$ cat src/rtl/lfsr_crypt_seq.sv
// lfsr_crypt_seq
// Control sequencer for the LFSR packet-encryption datapath. It fetches the
// three config words, seeds the LFSR, steers the preamble bytes and then the
// FIFO payload bytes to the output, and pulses done after PKT_LEN bytes.
// It only drives enables and selects; every data byte lives in the datapath.

module lfsr_crypt_seq #(
  parameter int AW      = 4,
  parameter int PKT_LEN = 32,
  parameter int CW      = 6
) (
  input  logic          clk,
  input  logic          rst,
  input  logic          start,
  input  logic [3:0]    pre_len,
  input  logic          fifo_valid,
  input  logic          out_ready,
  output logic [AW-1:0] raddr,
  output logic          prelen_en,
  output logic          taps_en,
  output logic          seed_en,
  output logic          lfsr_init,
  output logic          lfsr_en,
  output logic          fifo_pop,
  output logic          sel_pre,
  output logic          valid_out,
  output logic [CW-1:0] byte_cnt,
  output logic          busy,
  output logic          done
);

  typedef enum logic [2:0] {
    IDLE,
    RD_LEN,
    RD_TAPS,
    RD_SEED,
    INIT,
    PRE,
    PAY,
    FIN
  } state_t;

  localparam logic [CW-1:0] PktLenC  = CW'(PKT_LEN);
  localparam logic [CW-1:0] OneC     = CW'(1);
  localparam logic [AW-1:0] AddrLen  = AW'(0);
  localparam logic [AW-1:0] AddrTaps = AW'(1);
  localparam logic [AW-1:0] AddrSeed = AW'(2);

  state_t        state_q, state_d;
  logic [CW-1:0] byteCnt_q, byteCnt_d;
  logic [AW-1:0] raddr_q;
  logic          prelenEn_q;
  logic          tapsEn_q;
  logic          seedEn_q;
  logic          lfsrInit_q;
  logic          selPre_q;
  logic          busy_q;
  logic          done_q;

  logic          inPre;
  logic          inPay;
  logic          payHandshake;
  logic          byteAccepted;
  logic [CW-1:0] cntInc;
  logic [CW-1:0] preLimit;
  logic          preTooLong;

  // The preamble can never be longer than the packet itself, so the
  // register value is clamped to PKT_LEN before it is used as a limit.
  assign preTooLong = ({28'd0, pre_len} > 32'(PKT_LEN));
  assign preLimit   = preTooLong ? PktLenC : CW'(pre_len);

  // Handshake qualification: a preamble byte needs only downstream ready,
  // a payload byte also needs a byte at the FIFO head.
  assign inPre        = (state_q == PRE);
  assign inPay        = (state_q == PAY);
  assign payHandshake = inPay & fifo_valid & out_ready;
  assign byteAccepted = (inPre & out_ready) | payHandshake;
  assign cntInc       = byteCnt_q + OneC;

  // These outputs must react in the same cycle as the handshake inputs,
  // so they are decoded combinationally from the registered state.
  assign valid_out = inPre | (inPay & fifo_valid);
  assign lfsr_en   = byteAccepted;
  assign fifo_pop  = payHandshake;

  // Next-state and byte-counter logic for the packet sequence.
  always_comb begin
    state_d   = state_q;
    byteCnt_d = byteCnt_q;
    case (state_q)
      IDLE: begin
        if (start) begin
          state_d   = RD_LEN;
          byteCnt_d = '0;
        end
      end
      RD_LEN:  state_d = RD_TAPS;
      RD_TAPS: state_d = RD_SEED;
      RD_SEED: state_d = INIT;
      INIT: begin
        if (preLimit != '0) begin
          state_d = PRE;
        end else begin
          state_d = PAY;
        end
      end
      PRE: begin
        if (out_ready) begin
          byteCnt_d = cntInc;
          if (cntInc >= preLimit) begin
            if (cntInc >= PktLenC) begin
              state_d = FIN;
            end else begin
              state_d = PAY;
            end
          end
        end
      end
      PAY: begin
        if (payHandshake) begin
          byteCnt_d = cntInc;
          if (cntInc >= PktLenC) begin
            state_d = FIN;
          end
        end
      end
      FIN:     state_d = IDLE;
      default: state_d = IDLE;
    endcase
  end

  // State, counter and the Moore outputs, the latter registered from the
  // next state so they line up with the state they belong to.
  always_ff @(posedge clk) begin
    if (rst) begin
      state_q    <= IDLE;
      byteCnt_q  <= '0;
      raddr_q    <= '0;
      prelenEn_q <= 1'b0;
      tapsEn_q   <= 1'b0;
      seedEn_q   <= 1'b0;
      lfsrInit_q <= 1'b0;
      selPre_q   <= 1'b0;
      busy_q     <= 1'b0;
      done_q     <= 1'b0;
    end else begin
      state_q    <= state_d;
      byteCnt_q  <= byteCnt_d;
      case (state_d)
        RD_TAPS: raddr_q <= AddrTaps;
        RD_SEED: raddr_q <= AddrSeed;
        default: raddr_q <= AddrLen;
      endcase
      prelenEn_q <= (state_d == RD_LEN);
      tapsEn_q   <= (state_d == RD_TAPS);
      seedEn_q   <= (state_d == RD_SEED);
      lfsrInit_q <= (state_d == INIT);
      selPre_q   <= (state_d == PRE);
      busy_q     <= (state_d != IDLE);
      done_q     <= (state_d == FIN);
    end
  end

  assign raddr     = raddr_q;
  assign prelen_en = prelenEn_q;
  assign taps_en   = tapsEn_q;
  assign seed_en   = seedEn_q;
  assign lfsr_init = lfsrInit_q;
  assign sel_pre   = selPre_q;
  assign byte_cnt  = byteCnt_q;
  assign busy      = busy_q;
  assign done      = done_q;

endmodule

$ cat config.mk
export PLATFORM = sky130hd
export DESIGN_NAME = lfsr_crypt_seq
export DESIGN_NICKNAME = d
export VERILOG_FILES = /design/src/rtl/lfsr_crypt_seq.sv
export SDC_FILE = /design/constraint.sdc
export NUM_CORES = 1
export LEC_CHECK = 0
export ABC_AREA = 1
export BUFFER_PORTS_ARGS = -buffer_cell sky130_fd_sc_hd__buf_4
export CORE_UTILIZATION = 40
export CTS_CLUSTER_SIZE = 14
export DETAILED_ROUTE_END_ITERATION = 10
export PLACE_DENSITY_LB_ADDON = 0.3
export SLEW_MARGIN = 20
export SYNTH_ARGS = -nofsm -noshare
export SYNTH_HDL_FRONTEND = slang
export SYNTH_SLANG_ARGS = --single-unit
export TNS_END_PERCENT = 20
$ cat constraint.sdc
create_clock -name clk -period 2.23 [get_ports clk]
set_input_delay 0.1115 -clock clk [delete_from_list [all_inputs] [get_ports clk]]
set_output_delay 0.1115 -clock clk [all_outputs]
set_load 0.01 [all_outputs]
==> reports/qor.csv <==
metric,value,unit
number of cells on the worst reg-to-reg path,14,
top flip-flop cell by instance count after synthesis,dfxtp_1,
worst flop-to-flop path endpoint,busy$_SDFF_PP0_,
Total Neg Setup Slack,0,ns
Antenna Cells,0,
deepest level of the CTS H-tree,1,
worst-case hold slack,0.08016,ns
Setup crit end,busy$_SDFF_PP0_,
CP max-delay cell,dfxtp_1,
fin worst setup slack,0.3369,ns
share of Yosys cell area claimed by the top area cell type,36.03,%
count of instances resized after the clock tree is built,0,
area taken by flip-flops and latches,340.3,sq um
number of enable-type register cells in the synthesized netlist,0,
source of the worst hold timing path,rst,
maximum root-to-sink buffer count,2,
"Hold-fix buffers, CTS",0,
required arrival time at the worst endpoint,2.47,ns
final estimated routing congestion in global placement,0.8199,
floorplan die width,50.60,um
fraction of layout cells with a size suffix above 1,29.68,%
distinct cell type count after synthesis,29,
fraction of the yosys area taken by sequential cells,36.03,%
synth warn,0,
effective utilization at floorplan,42.70,%
global-route wire length before repair,3077,um
share of async-settable or async-resettable flops after synthesis,0,%
kind of critical path,reg -> reg,
"Largest stage delay, worst path",0.44,ns
type of the tightest min-delay check,in -> reg,
number of routed nets with antenna violations,0,
"Avg Cell Area, Syn",7.323,sq um
total of max-cap violations,0,
Placement Setup Slack,0.3921,ns
setup repair after global routing missed its margin,no,
number of cells produced by synthesis,129,
Final min period,1.893,ns
Inst Count DP,179,
router iterations before antenna repair,4,
WP data arrival,2.13,ns
"area leader, netlist",dfxtp_1,
final number of setup-violating endpoints,0,
clock insertion delay at the later pin of the skew report,0.29,ns
Lkg Pwr,0.5919,nW
Most Frequent Cell on Critical Path,nand2_1,
final net count,170,
area of the core,0.002212,sq mm
peak fanout along the critical path,5,
Synth Register Bits,17,
multi-input combinational cell area,500.5,sq um
Total Wirelength,1902,um
TritonCTS clock tree,yes,
floorplan row count,17,
worst reg2reg path startpoint,byte_cnt[0]$_SDFFE_PP0P_,
largest net degree at the start of global routing,15,
outcome,finished clean,
final routed DRC violation total,0,
most instantiated library cell after synthesis,nand2_1,
Congestion Overflow GR,0,
floorplan die area,0.002560,sq mm
post-detailed-route via-to-cell ratio,4.732,
buffer count from post-CTS setup fixing,0,
highest clock frequency the design can meet,528.2,MHz
number of buffers created by CTS,3,
launch point of the worst path,byte_cnt[0]$_SDFFE_PP0P_,
fill count,210,
initial antenna violation count,0,
# IOs,29,
Startpoint Class,flop,
type of destination of the critical path,flop,
via count of the first global-routing pass,722,
netlist area before placement,944.7,sq um
overall fraction of global-route tracks in use,15.79,%
cell chain of the critical path,ha_1 -> xor2_1 -> ha_1 -> nand2_1 -> nand2_1 -> nand2_1 -> nand2_1 -> nand2_1 -> nand2_1 -> nand2_1 -> nand2_1 -> nand2_2 -> nand3_2 -> nand2_1,
input/output buffers,26,
die boundary height,50.60,um
pins over their slew limit,0,
top post-synthesis cells by count,"nand2_1, inv_1, dfxtp_1, nor2_1, a21oi_1",
violation count after the first detailed-routing iteration,13,
routed vias,866,
number of non-filler instances in the completed layout,183,
final worst clock skew,0.007292,ns
period utilization,84.89,%
Clock Root Buffer,clkbuf_4,
routed wire length per instance,10.39,um
Sinks on Clock Net,17,
setup slack on the worst flop-to-flop path,0.34,ns
Final Hold Viols,0,
power density of the placed cells,644.2,mW/mm^2
most area-consuming cells after synthesis,"dfxtp_1, nand2_1, inv_1, ha_1, nor2_1",
worst voltage drop across the vdd grid,0.4031,mV
clock-pin transition on the worst setup and hold timing paths,0.10,ns
Area Overhead vs Synth,24.37,%
HPWL Detailed,1487,um
routing by layer:
layer,vias up,part of all wire (%),track usage (%)
li1,460,-,-
met4,0,2.1,7.407
met5,-,0,0
met1,380,50,21.83
met2,21,44,24.00
met3,5,3.7,2.121
sequential cells by signal (all words and copies together), names as in the netlist:
name       flops
busy           1
byte_cnt       6
done           1
lfsr_init      1
prelen_en      1
raddr          1
seed_en        1
sel_pre        1
state_q        3
taps_en        1
final cells by class:
cell class                      instances  area share (%)
Clock buffer                            3           1.917
Clock inverter                          1          0.4260
Inverter                               20           6.496
Multi-Input combinational cell         88           42.60
Sequential cell                        17           28.97
Tap cell                               28           2.982
Timing Repair Buffer                   26           16.61
layout by cell type, fill, tap and decap left out, types with 3 or more instances in the layout:
cell type,synthesis,final
a21oi_1,6,6
a22oi_1,3,3
buf_4,3,26
clkbuf_4,0,3
dfxtp_1,17,17
ha_1,5,5
inv_1,18,18
nand2_1,29,29
nand2_2,4,4
nand3_1,5,5
nor2_1,12,12
nor2_2,3,3
nor4_1,3,3
power breakdown:
group          total [mW]  switching, mW  internal (mW)
logic               0.227          0.135         0.0928
clock network       0.165         0.0980         0.0667
registers           0.365         0.0292          0.336
total               0.757          0.262          0.495
critical path, delay by kind of cell, from the launching register on:
kind | cells | cell delay [ns]
simple gates | 11 | 0.67
fa+ha+maj | 2 | 0.51
flops | 1 | 0.44
xor+xnor | 1 | 0.23
cells by family (layout without fill, tap and decap cells):
kind of cell	after synthesis	after routing	synth area share (%)
buffers and inverters	25	50	11.39
flip-flops	17	17	36.03
AND/OR/NAND/NOR	63	63	31.92
adder cells (fa/ha/maj)	5	5	6.623
other	1	2	0.3970
AO/OA/AOI/OAI	15	15	10.86
XOR/XNOR	3	3	2.782
worst min path at each step:
stage	endpoint	slack (ns)	depth (start not counted)
floorplan	raddr[0]$_SDFF_PP0_	0.18	1
global placement	byte_cnt[5]$_SDFFE_PP0P_	0.39	2
detailed placement	byte_cnt[5]$_SDFFE_PP0P_	0.40	2
CTS	byte_cnt[5]$_SDFFE_PP0P_	0.08	2
global route	byte_cnt[5]$_SDFFE_PP0P_	0.08	2
finish	byte_cnt[5]$_SDFFE_PP0P_	0.08	2
stage by stage:
step | cell area (sq um) | power, mW | util [%]
4_1_cts | 1175 | 0.7676 | 53.11
3_3_place_gp | 1147 | 0.5988 | 51.87
3_5_place_dp | 1147 | 0.6012 | 51.87
5_1_grt | 1175 | 0.8135 | 53.11
6_report | 1175 | 0.7569 | 53.11
2_1_floorplan | 948.4 | 0.5232 | -
Note: power is estimated with default switching activity, not from simulation.
